===== config.mk =====
export PLATFORM = sky130hd
export DESIGN_NAME = matmul_tile_pingpong_buf
export DESIGN_NICKNAME = d
export VERILOG_FILES = /design/src/rtl/matmul_tile_pingpong_buf.sv
export SDC_FILE = /design/constraint.sdc
export NUM_CORES = 1
export LEC_CHECK = 0
export ABC_CLOCK_PERIOD_IN_PS = 9800
export BUFFER_PORTS_ARGS = -buffer_cell sky130_fd_sc_hd__buf_2
export CORE_MARGIN = 3
export CORE_UTILIZATION = 60
export DETAILED_ROUTE_END_ITERATION = 16
export PLACE_DENSITY = 0.78
export SLEW_MARGIN = 10
export SYNTH_ARGS = -nofsm -noshare
export SYNTH_HDL_FRONTEND = slang
export SYNTH_SLANG_ARGS = --single-unit

===== constraint.sdc =====
create_clock -name clk_i -period 9.8 [get_ports clk_i]
set_input_delay 2.94 -clock clk_i [delete_from_list [all_inputs] [get_ports clk_i]]
set_output_delay 2.94 -clock clk_i [all_outputs]
set_load 0.05 [all_outputs]

===== src/rtl/matmul_tile_pingpong_buf.sv =====
// rtl/matmul_tile_pingpong_buf.sv - double-buffered row tile buffer between matmul stages
// Stage 1 fills one bank while stage 2 drains (and optionally replays) the other.
module matmul_tile_pingpong_buf #(
  parameter int DATA_WIDTH = 64,
  parameter int DEPTH      = 8,
  parameter int REP_W      = 2,
  localparam int ADDR_W    = $clog2(DEPTH)
) (
  input  logic                  clk_i,
  input  logic                  rstn_i,
  input  logic                  clear_i,
  input  logic                  wr_valid_i,
  input  logic [DATA_WIDTH-1:0] wr_data_i,
  output logic                  wr_ready_o,
  input  logic [REP_W-1:0]      rd_repeat_i,
  output logic                  rd_valid_o,
  input  logic                  rd_ready_i,
  output logic [DATA_WIDTH-1:0] rd_data_o,
  output logic                  rd_last_o,
  output logic [1:0]            bank_full_o,
  output logic                  tile_done_o,
  output logic                  overflow_o
);

  logic [DATA_WIDTH-1:0] mem [2][DEPTH];

  logic              wr_bank_q, wr_bank_d;
  logic [ADDR_W-1:0] wr_idx_q, wr_idx_d;
  logic              rd_bank_q, rd_bank_d;
  logic [ADDR_W-1:0] rd_idx_q, rd_idx_d;
  logic [1:0]        full_q, full_d;
  logic [REP_W-1:0]  pass_cnt_q, pass_cnt_d;
  logic [REP_W-1:0]  rep_lat_q, rep_lat_d;
  logic              overflow_q, overflow_d;
  logic              tile_done_q, tile_done_d;

  logic              wr_fire, rd_fire, first_beat, rd_end, final_pass, release_w;
  logic [REP_W-1:0]  eff_rep;

  assign wr_ready_o  = !full_q[wr_bank_q];
  assign rd_valid_o  = full_q[rd_bank_q];
  assign rd_data_o   = rd_valid_o ? mem[rd_bank_q][rd_idx_q] : '0;
  assign bank_full_o = full_q;
  assign tile_done_o = tile_done_q;
  assign overflow_o  = overflow_q;

  // The replay count of a tile is fixed by the value seen on its very first beat.
  assign first_beat = (rd_idx_q == '0) && (pass_cnt_q == '0);
  assign eff_rep    = first_beat ? rd_repeat_i : rep_lat_q;
  assign rd_end     = (rd_idx_q == ADDR_W'(DEPTH - 1));
  assign final_pass = !(pass_cnt_q < eff_rep);
  assign rd_last_o  = rd_valid_o && rd_end && final_pass;

  assign wr_fire   = wr_valid_i && wr_ready_o;
  assign rd_fire   = rd_valid_o && rd_ready_i;
  assign release_w = rd_fire && rd_end && final_pass;

  always_comb begin
    wr_bank_d   = wr_bank_q;
    wr_idx_d    = wr_idx_q;
    rd_bank_d   = rd_bank_q;
    rd_idx_d    = rd_idx_q;
    full_d      = full_q;
    pass_cnt_d  = pass_cnt_q;
    rep_lat_d   = rep_lat_q;
    overflow_d  = overflow_q;
    tile_done_d = release_w;

    if (wr_fire) begin
      wr_idx_d = wr_idx_q + ADDR_W'(1);
      if (wr_idx_q == ADDR_W'(DEPTH - 1)) begin
        full_d[wr_bank_q] = 1'b1;
        wr_bank_d         = !wr_bank_q;
        wr_idx_d          = '0;
      end
    end
    if (wr_valid_i && !wr_ready_o) begin
      overflow_d = 1'b1;
    end

    // Writer and reader always address different banks, so both full updates can coexist.
    if (rd_fire) begin
      rd_idx_d = rd_idx_q + ADDR_W'(1);
      if (first_beat) begin
        rep_lat_d = rd_repeat_i;
      end
      if (rd_end) begin
        rd_idx_d = '0;
        if (!final_pass) begin
          pass_cnt_d = pass_cnt_q + REP_W'(1);
        end else begin
          full_d[rd_bank_q] = 1'b0;
          rd_bank_d         = !rd_bank_q;
          pass_cnt_d        = '0;
        end
      end
    end

    if (clear_i) begin
      wr_bank_d   = 1'b0;
      wr_idx_d    = '0;
      rd_bank_d   = 1'b0;
      rd_idx_d    = '0;
      full_d      = '0;
      pass_cnt_d  = '0;
      rep_lat_d   = '0;
      overflow_d  = 1'b0;
      tile_done_d = 1'b0;
    end
  end

  always_ff @(posedge clk_i or negedge rstn_i) begin
    if (!rstn_i) begin
      wr_bank_q   <= 1'b0;
      wr_idx_q    <= '0;
      rd_bank_q   <= 1'b0;
      rd_idx_q    <= '0;
      full_q      <= '0;
      pass_cnt_q  <= '0;
      rep_lat_q   <= '0;
      overflow_q  <= 1'b0;
      tile_done_q <= 1'b0;
    end else begin
      wr_bank_q   <= wr_bank_d;
      wr_idx_q    <= wr_idx_d;
      rd_bank_q   <= rd_bank_d;
      rd_idx_q    <= rd_idx_d;
      full_q      <= full_d;
      pass_cnt_q  <= pass_cnt_d;
      rep_lat_q   <= rep_lat_d;
      overflow_q  <= overflow_d;
      tile_done_q <= tile_done_d;
    end
  end

  // Row storage is deliberately left unreset.
  always_ff @(posedge clk_i) begin
    if (wr_fire && !clear_i) begin
      mem[wr_bank_q][wr_idx_q] <= wr_data_i;
    end
  end

endmodule


==> summary.txt <==
Worst setup path
  • RR Startpoint: rd_idx_q[1]$_DFFE_PN0P_
  • Worst path slowest cell: dfrtp_4
  • R2r setup slk: 5.61 ns
  • Worst r2r dst: bank_full_o[0]$_DFF_PN0_
  • CP startpoint: rd_bank_q$_DFFE_PN0P_
  • Critical path arrival: 4.85 ns
  • Critical path destination: rd_data_o[36]
  • CP Capture Type: output port
  • CP cell instances: buf_4 > buf_4 > mux2i_1 > a22oi_1 > a22oi_1 > o211ai_1 > buf_2
  • CP peak stage delay: 1.02 ns
  • Worst EP required: 6.86 ns
  • Worst Reg2Reg Path Length in Cells: 10
  • Crit-path max FO: 56
  • Critical path launch point type: flip-flop
  • Worst Setup Path Type: reg2out

Finish
  • Synth-to-layout area growth: 13.1%
  • Layout cell share with drive strength beyond 1: 25.7%
  • Nets@finish: 2,135

Synth
  • Yosys warns: 0
  • Synth cell types: 40
  • Xor/xnor cell area share of the yosys netlist: 0.0659%
  • Largest family of logic cells by synthesized area: multiplexers
  • Synth top cells by count: edfxtp_1, mux4_2, mux2i_1, a22oi_1, nand2_1
  • Post-synthesis sequential area ratio: 78.1%
  • Area leader, netlist: edfxtp_1
  • Mapped Avg Cell Area: 21.1 um^2
  • Simple-Gate Fraction of Synth Area: 2.18%
  • Synth Instances: 1,888
  • Area contributors post-synth: edfxtp_1, mux4_2, mux2i_1
  • Cell with the most instances after synthesis: edfxtp_1
  • Post-synth EDFFs: 1,024
  • Complex-gate fraction of the synthesized area: 3.77%
  • FFs w/ async S/R, synth: 1.54%
  • Number of synthesized register bits: 1,040
  • Mapped Nets: 1,966
  • Syn Std Cell Area: 0.0399 mm^2
  • Post-Synth Adder-Cell Area: 0.220%
  • Post-synthesis mux area share: 14.3%
  • Yosys top cell area share: 77.1%
  • Most used flip-flop cell after synthesis: edfxtp_1

GRT
  • Congestion Overflow GR: 0
  • Largest net degree at the start of global routing: 125
  • Initial antenna violation count: 13
  • GRT Overall Usage: 26.2%
  • Vias in the first global route: 21,100
  • First-pass GRT wire length: 135 mm

Floorplanning
  • Initial core utilization: 61.2%
  • Core box area: 0.0652 mm^2
  • I/O pins: 142
  • Rows: 93
  • Die area: 0.0696 mm^2
  • Chip height: 264 um
  • DIE WIDTH: 264 um

Min path
  • HP Class: reg2reg

Timing
  • RSZ-0062 raised after global routing: false
  • Worst slew pin tran: 1.24 ns
  • Final Cycle Share: 79.5%
  • Fin Clk Skew: 0.0214 ns
  • Post-Route Setup TNS: 0 ns
  • Minimum clock period: 7.79 ns
  • Final Hold Vio Count: 0
  • Max-slew headroom: 17.0%
  • Final Setup Violations: 0
  • Hold slack: 0.492 ns
  • Max Slew Vio Count: 0
  • Fmax: 0.128 GHz

Placed design
  • Dpl hpwl: 43.3 mm
  • Port bufs: 141
  • Routability Congestion: 0.739

Clock tree
  • Clk Tree Root Cell: clkbuf_16
  • H-tree Lvls: 3
  • Clock sinks: 1,040
  • CTS tree: done
  • Clock tree buffer depth: 3
  • Reg clk slew, reported paths: 0.06 ns
  • Worst-Skew Late Latency: 0.66 ns
  • Post-CTS sizing: 0
  • Cts hold-fix bufs: 0
  • Post-CTS setup buffers: 0
  • Total CTS buffers: 101

Drt
  • Routed WL: 90.2 mm
  • First drt pass iteration count: 7
  • Number of DRC markers in iteration 0: 2,599
  • DRC: 0
  • Via count: 20,000
  • Mean routed wirelength per cell: 30.0 um
  • Antenna Violating Nets Remaining: 0
  • DR vias/cell: 6.67

Pwr
  • P_leak: 0.0139 uW
  • Worst VDD drop: 151 uV
  • Pwr Density: 202 mW/mm^2
  • Tot Pwr: 9100 uW

Run
  • Maxcap violations: 0

Status
  • Status: finished, final reports clean
cells in the final DEF (no fill, tap or decap), types with 17 or more instances in the layout:
cell / instances
clkinv_2: 17
mux2i_1: 130
nand3_1: 68
nand2_1: 73
a22oi_1: 124
clkinv_1: 24
edfxtp_1: 1024
bufinv_16: 18
mux4_2: 194
clkbuf_16: 105
o211ai_1: 64
buf_2: 141
buf_4: 36
cell families after synthesis:
| family | count (synthesis) |
|---|---|
| xor+xnor | 3 |
| fa+ha+maj | 7 |
| compound gates | 204 |
| flops | 1040 |
| buf+inv | 119 |
| mux | 327 |
| simple gates | 188 |
report_power, final:
part | switching (uW) | internal, uW | total (uW)
combinational | 95.9 | 31.1 | 127
sequential | 8.35 | 4920 | 4920
clock | 1610 | 2430 | 4040
stage by stage:
step	instance area [um^2]	utilization [%]	setup WS, ns	cells
5_1_grt	45100	69.2	1.54	3000
3_5_place_dp	41600	63.8	2.40	2809
6_report	45100	69.2	2.01	3006
4_1_cts	45100	69.2	1.83	2998
3_3_place_gp	41600	63.8	2.38	2809
2_1_floorplan	39900	-	1.17	1888
worst min-delay path by stage:
stage | start | to | slack [ns] | cells after the start
2_1_floorplan | rep_lat_q[0]$_DFFE_PN0P_ | rep_lat_q[0]$_DFFE_PN0P_ | 0.48 | 2
3_3_place_gp | overflow_o$_DFFE_PN0P_ | overflow_o$_DFFE_PN0P_ | 0.47 | 2
3_5_place_dp | overflow_o$_DFFE_PN0P_ | overflow_o$_DFFE_PN0P_ | 0.48 | 2
4_1_cts | overflow_o$_DFFE_PN0P_ | overflow_o$_DFFE_PN0P_ | 0.50 | 2
5_1_grt | overflow_o$_DFFE_PN0P_ | overflow_o$_DFFE_PN0P_ | 0.53 | 2
6_report | overflow_o$_DFFE_PN0P_ | overflow_o$_DFFE_PN0P_ | 0.49 | 2
flip-flops by register name (all words and copies together), names as in the netlist, 2 cells and up:
| signal | cells |
|---|---|
| rep_lat_q | 2 |
| wr_idx_q | 3 |
| pass_cnt_q | 2 |
| rd_idx_q | 3 |
| bank_full_o | 2 |
| mem | 1024 |
worst max-delay path, delay by kind of cell (launching register included):
| family | cells | cell delay (ns) |
|---|---|---|
| buffers and inverters | 3 | 2.07 |
| DFF | 1 | 1.02 |
| muxes | 1 | 0.20 |
| AOI/OAI and AO/OA | 3 | 0.77 |
layer usage:
metal  GRT usage [%]  share of wire, %  vias to the layer above
met5               0             0.076                        -
met4            10.0               3.2                       10
met3            5.42               9.7                      197
met2            42.6                51                     1102
met1            35.6                37                    10400
li1                -                 -                     8295
layout make-up:
class                           count  area (um^2)
Multi-Input combinational cell    729         8350
Clock inverter                     68          812
Antenna cell                        8         20.0
Sequential cell                  1040        31200
Fill cell                        3922        20000
Inverter                            7         26.3
Tap cell                          855         1070
Clock buffer                      121         2690
Timing Repair Buffer              178          996
No activity file was read; power rests on OpenSTA's default activity.
